===== src/rtl/rename_regfile_ckpt.sv =====
// Architectural register file with a rename table (busy bit + ROB tag per
// register) and N_CKPT snapshots of that table for mispredict recovery.
module rename_regfile_ckpt #(
  parameter int unsigned XLEN          = 32,
  parameter int unsigned NREG          = 32,
  parameter int unsigned ROB_WIDTH_BIT = 4,
  parameter int unsigned N_CKPT        = 4,
  localparam int unsigned RIDX         = $clog2(NREG),
  localparam int unsigned CW           = $clog2(N_CKPT),
  localparam int unsigned CNTW         = $clog2(NREG + 1)
) (
  input  logic                     clk_in,
  input  logic                     rst_in,
  input  logic                     rdy_in,
  input  logic                     clear_flag,
  input  logic [RIDX-1:0]          ask_reg_id1,
  input  logic [RIDX-1:0]          ask_reg_id2,
  output logic [XLEN-1:0]          ret_val_id1,
  output logic [XLEN-1:0]          ret_val_id2,
  output logic                     dep_rs1,
  output logic                     dep_rs2,
  output logic [ROB_WIDTH_BIT-1:0] ret_ROB_id1,
  output logic [ROB_WIDTH_BIT-1:0] ret_ROB_id2,
  output logic [ROB_WIDTH_BIT-1:0] rs1_id,
  output logic [ROB_WIDTH_BIT-1:0] rs2_id,
  input  logic                     rs1_ready,
  input  logic                     rs2_ready,
  input  logic [XLEN-1:0]          rs1_val,
  input  logic [XLEN-1:0]          rs2_val,
  input  logic [RIDX-1:0]          new_reg_id,
  input  logic [ROB_WIDTH_BIT-1:0] new_ROB_id,
  input  logic [RIDX-1:0]          write_reg_id,
  input  logic [ROB_WIDTH_BIT-1:0] write_ROB_id,
  input  logic [XLEN-1:0]          write_val,
  input  logic                     ckpt_take,
  input  logic [CW-1:0]            ckpt_id,
  input  logic                     recover_valid,
  input  logic [CW-1:0]            recover_id,
  output logic [CNTW-1:0]          busy_count
);

  logic [XLEN-1:0]          regs      [NREG];
  logic [NREG-1:0]          busy;
  logic [ROB_WIDTH_BIT-1:0] tags      [NREG];
  logic [NREG-1:0]          snap_busy [N_CKPT];
  logic [ROB_WIDTH_BIT-1:0] snap_tag  [N_CKPT][NREG];

  logic [NREG-1:0]          busy_nx;
  logic [ROB_WIDTH_BIT-1:0] tag_nx      [NREG];
  logic [NREG-1:0]          snap_busy_nx [N_CKPT];
  logic [ROB_WIDTH_BIT-1:0] snap_tag_nx  [N_CKPT][NREG];
  logic [CNTW-1:0]          count_nx;

  logic                     commit_en;
  logic                     rename_en;
  logic                     hit1;
  logic                     hit2;
  logic [ROB_WIDTH_BIT-1:0] tag1;
  logic [ROB_WIDTH_BIT-1:0] tag2;

  assign commit_en = (write_reg_id != '0);
  assign rename_en = (new_reg_id != '0);

  function automatic logic [CNTW-1:0] count_ones(input logic [NREG-1:0] v);
    logic [CNTW-1:0] c;
    c = '0;
    for (int unsigned i = 0; i < NREG; i++) c = c + CNTW'(v[i]);
    return c;
  endfunction

  // Operand lookup: a same-cycle rename of the source wins over the table
  always_comb begin
    hit1 = busy[ask_reg_id1];
    tag1 = tags[ask_reg_id1];
    if (rename_en && (ask_reg_id1 == new_reg_id)) begin
      hit1 = 1'b1;
      tag1 = new_ROB_id;
    end
    if (ask_reg_id1 == '0) hit1 = 1'b0;

    hit2 = busy[ask_reg_id2];
    tag2 = tags[ask_reg_id2];
    if (rename_en && (ask_reg_id2 == new_reg_id)) begin
      hit2 = 1'b1;
      tag2 = new_ROB_id;
    end
    if (ask_reg_id2 == '0) hit2 = 1'b0;
  end

  // Operand values come from the ROB while the register is in flight
  always_comb begin
    ret_ROB_id1 = tag1;
    ret_ROB_id2 = tag2;
    rs1_id      = tag1;
    rs2_id      = tag2;
    dep_rs1     = hit1 && !rs1_ready;
    dep_rs2     = hit2 && !rs2_ready;
    ret_val_id1 = hit1 ? rs1_val : ((ask_reg_id1 == '0) ? '0 : regs[ask_reg_id1]);
    ret_val_id2 = hit2 ? rs2_val : ((ask_reg_id2 == '0) ? '0 : regs[ask_reg_id2]);
  end

  // Next rename table and snapshots: clear > recover > normal update
  always_comb begin
    busy_nx      = busy;
    tag_nx       = tags;
    snap_busy_nx = snap_busy;
    snap_tag_nx  = snap_tag;

    if (clear_flag) begin
      busy_nx = '0;
      for (int unsigned r = 0; r < NREG; r++) tag_nx[r] = '0;
      for (int unsigned k = 0; k < N_CKPT; k++) snap_busy_nx[k] = '0;
    end else begin
      // A commit retires the dependency in every snapshot holding its tag
      for (int unsigned k = 0; k < N_CKPT; k++) begin
        if (commit_en && snap_busy[k][write_reg_id] &&
            (snap_tag[k][write_reg_id] == write_ROB_id))
          snap_busy_nx[k][write_reg_id] = 1'b0;
      end

      if (recover_valid) begin
        busy_nx = snap_busy_nx[recover_id];
        tag_nx  = snap_tag[recover_id];
      end else begin
        if (commit_en && busy[write_reg_id] &&
            (tags[write_reg_id] == write_ROB_id) && (write_reg_id != new_reg_id))
          busy_nx[write_reg_id] = 1'b0;
        if (rename_en) begin
          busy_nx[new_reg_id] = 1'b1;
          tag_nx[new_reg_id]  = new_ROB_id;
        end
        if (ckpt_take) begin
          snap_busy_nx[ckpt_id] = busy_nx;
          snap_tag_nx[ckpt_id]  = tag_nx;
        end
      end
    end

    count_nx = count_ones(busy_nx);
  end

  // State update; everything holds while rdy_in is low
  always_ff @(posedge clk_in) begin
    if (rst_in) begin
      busy       <= '0;
      busy_count <= '0;
      for (int unsigned r = 0; r < NREG; r++) begin
        regs[r] <= '0;
        tags[r] <= '0;
      end
      for (int unsigned k = 0; k < N_CKPT; k++) begin
        snap_busy[k] <= '0;
        for (int unsigned r = 0; r < NREG; r++) snap_tag[k][r] <= '0;
      end
    end else if (rdy_in) begin
      busy       <= busy_nx;
      tags       <= tag_nx;
      snap_busy  <= snap_busy_nx;
      snap_tag   <= snap_tag_nx;
      busy_count <= count_nx;
      if (!clear_flag && commit_en) regs[write_reg_id] <= write_val;
    end
  end

endmodule


===== config.mk =====
export PLATFORM = sky130hd
export DESIGN_NAME = rename_regfile_ckpt
export DESIGN_NICKNAME = d
export VERILOG_FILES = /design/src/rtl/rename_regfile_ckpt.sv
export SDC_FILE = /design/constraint.sdc
export NUM_CORES = 2
export LEC_CHECK = 0
export BUFFER_PORTS_ARGS = -buffer_cell sky130_fd_sc_hd__buf_4
export CAP_MARGIN = 20
export CORE_ASPECT_RATIO = 0.6
export CORE_UTILIZATION = 50
export CTS_CLUSTER_SIZE = 25
export DETAILED_ROUTE_END_ITERATION = 6
export PLACE_DENSITY = 0.69
export SKIP_LAST_GASP = 1
export SYNTH_ARGS = -nofsm -noshare
export SYNTH_HDL_FRONTEND = slang
export SYNTH_SLANG_ARGS = --single-unit

===== constraint.sdc =====
create_clock -name clk_in -period 10.2 [get_ports clk_in]
set_input_delay 1.53 -clock clk_in [delete_from_list [all_inputs] [get_ports clk_in]]
set_output_delay 1.53 -clock clk_in [all_outputs]
set_load 0.02 [all_outputs]

==> out/qor.yml <==
crit_slowest_cell: "or4_4"
maxSlewViolCount: 0
async_reset_ff_share_pct: 0
syn_area_um2: 101000
p_switching_mw: 4.61
yosysTopAreaCellShare_pct: 30.5
grtUsageMet1_pct: 54.7
initial_core_util_pct: 50.4
worstPathRequired_ns: 10.87
ir_drop_mv: 0.123
cts-root-buf: "clkbuf_16"
postLayoutCellArea_um2: 112000
grt_most_used_layer: "met1"
ys_seq_area_share_pct: 46.5
tns_ns: 0
drtIter0Drc: 14100
tightestPinTransition_ns: 1.26
dpl-instance-area_um2: 106000
hold_viol: 0
h-tree-depth: 4
grt_pass1_vias: 73700
leakage_nw: 38.7
grt_pass1_wl_um: 553000
cts.clk_slew.worst_paths_ns: 0.06
slew-limit-headroom_pct: 15.8
yosysUniqueCellTypes: 66
maxCapViolCount: 0
power_mw: 17.5
grt_use_met2_pct: 50.3
die_w_um: 582
numCtsBuffers: 183
clock_latency_ns: 0.88
cts_tree: "yes"
clockBufferDepth: 4
post_cts_buffers: 0
cp_common_cell: "fa_1"
cp.arrival_ns: 10.16
dr.pass1.iters: 6
critical-path-top-delay-family: "adder cells"
detail_route.vias_per_cell: 7.08
synthToLayoutAreaGrowth_pct: 10.7
rows: 127
drc: 0
grt_remaining_overflow: 0
seqPwrFrac_pct: 46.9
synth_edf_count: 1024
clkSinkCount: 1830
multiInputGateArea_um2: 50700
use_met3_pct: 17.4
ys_seq_elements: 1830
io_pins: 224
p_comb_share_pct: 13.0
vias: 78900
p_clk_share_pct: 40.1
synth_largest_area_cell: "edfxtp_1"
cp-start-kind: "primary input"
track_usage_pct: 37.9
ys_top_cells_by_area: "edfxtp_1, mux4_2, dfxtp_1, and2_1, mux2i_1"
fmax_ghz: 0.105
p_per_area_nw_per_um2: 157
setup_violations: 0
period_minus_slack_ns: 9.49
cp-end-kind: "register"
routabilityCongestion: 1.03
crit_fanout: 36
synth_ff_type: "edfxtp_1"
status: "completed"
rsz0062_at_grt: "no"
cts_hold_buffers: 0
p_int_mw: 12.9
slowest_delay_ns: 0.65
antenna_found_initial: 26
dp_hpwl_um: 255000
grt_max_degree: 191
num-nets-final: 8518
finalClockSkew_ns: 0.0710
min_path_type: "reg -> reg"
synthCells: 8500
die_y_um: 350
cts-resized-gates: 0
fillers: 16300
cp_num_buf_inv: 8
port-buffer-count: 223
fin_crit_sh_pct: 93.0
ys_warn_count: 0
wl_um: 393000
antenna_left: 0
criticalPathCategory: "in -> reg"
synth_area_per_cell_um2: 11.9
netSwitchingFraction_pct: 26.4
drive_above_1_share_pct: 21.9
regArea_um2: 46900
fin_hold_ws_ns: 0.484
final_util_pct: 55.8
dieArea_um2: 203000
avgRoutedWirePerCell_um: 35.3
core_area_um2: 200000
==> area by class of cell <==
cell class	instances	area share [%]
Antenna cell	17	0.0381
Clock buffer	245	4.61
Clock inverter	76	0.720
Inverter	30	0.102
Multi-Input combinational cell	5759	45.4
Sequential cell	1830	42.0
Tap cell	2644	2.97
Timing Repair Buffer	547	4.13
==> stage by stage <==
stage	setup slack (ns)	instances
2_1_floorplan	1.44	8531
3_3_place_gp	0.0870	10800
3_5_place_dp	0.170	10800
4_1_cts	0.970	11100
5_1_grt	0.499	11100
6_report	0.713	11100
==> placed cells by master (no fill, tap or decap), drive strengths merged, types with 41 or more instances in the layout <==
master / count
edfxtp: 1024
mux4: 916
nor2: 875
and2: 869
dfxtp: 806
buf: 546
a211oi: 498
mux2i: 490
nand2: 428
a21oi: 406
o21ai: 339
clkbuf: 246
o22ai: 165
and3: 134
a22oi: 132
nand2b: 73
clkinv: 52
nor2b: 44
nor4: 41
==> Yosys cell counts, types with 7 or more instances <==
cell type,count
edfxtp_1,1024
mux4_2,916
nor2_1,875
and2_1,869
dfxtp_1,806
clkbuf_1,726
a211oi_1,498
mux2i_1,490
nand2_1,428
a21oi_1,406
o21ai_0,320
o22ai_1,165
and3_1,134
a22oi_1,132
buf_1,86
nand2b_1,73
buf_2,67
nor2b_1,44
nor4_1,39
a31oi_1,32
a2bb2oi_1,30
or2_2,30
buf_4,27
inv_1,27
fa_1,24
o32ai_2,23
nand3_1,21
o21ai_1,19
o31ai_1,18
xor2_1,17
a21o_1,11
nand4_1,11
nor3_1,10
xnor2_1,10
o31a_1,9
ha_1,7
o32ai_1,7
==> registers in the layout, indices dropped and copies added (netlist names) <==
register	flops
snap_tag	512
snap_busy	128
tags	128
regs	1024
busy	32
busy_count	6
==> per-layer routing <==
metal / wire length, µm / part of all wire, %
met1: 153000 / 39
met2: 156000 / 40
met3: 69900 / 18
met4: 13800 / 3.5
met5: 202 / 0.051
==> final timing paths <==
check             slack [ns]                         from  depth (start not counted)                     endpoint
setup / recovery        0.71              write_reg_id[1]                         30   busy_count[4]$_SDFFE_PP0P_
hold / removal          0.48  snap_busy[113]$_SDFFE_PP0P_                          2  snap_busy[113]$_SDFFE_PP0P_
setup reg to reg        1.81   snap_tag[151]$_SDFFE_PP0P_                         28   busy_count[4]$_SDFFE_PP0P_
hold reg to reg         0.48  snap_busy[113]$_SDFFE_PP0P_                          2  snap_busy[113]$_SDFFE_PP0P_
==> power by group through the flow <==
| stage | Sequential, mW | Clock [mW] | Combinational [mW] |
|---|---|---|---|
| 2_1_floorplan | 8.28 | 0 | 1.38 |
| 3_3_place_gp | 8.31 | 0 | 2.19 |
| 3_5_place_dp | 8.34 | 0 | 2.20 |
| 4_1_cts | 8.18 | 7.01 | 2.21 |
| 5_1_grt | 8.21 | 7.28 | 2.34 |
| 6_report | 8.19 | 7.01 | 2.27 |
==> logic make-up (layout without fill, tap and decap cells) <==
group,after synthesis,in the layout,share of synthesized area [%]
AO/OA/AOI/OAI,1687,1687,10.8
adder cells (fa/ha/maj),31,31,0.564
buffers and inverters,942,898,3.74
flip-flops,1830,1830,46.5
XOR/XNOR,27,27,0.235
multiplexers,1406,1406,25.3
other,1,49,0.00372
AND/OR/NAND/NOR,2576,2576,12.9
==> worst min-delay path, delay by kind of cell, from the launching register on <==
kind             cells  cell delay [ns]
AND/OR/NAND/NOR      1             0.05
flip-flops           1             0.33
AO/OA/AOI/OAI        1             0.07
Note: power is estimated with default switching activity, not from simulation.
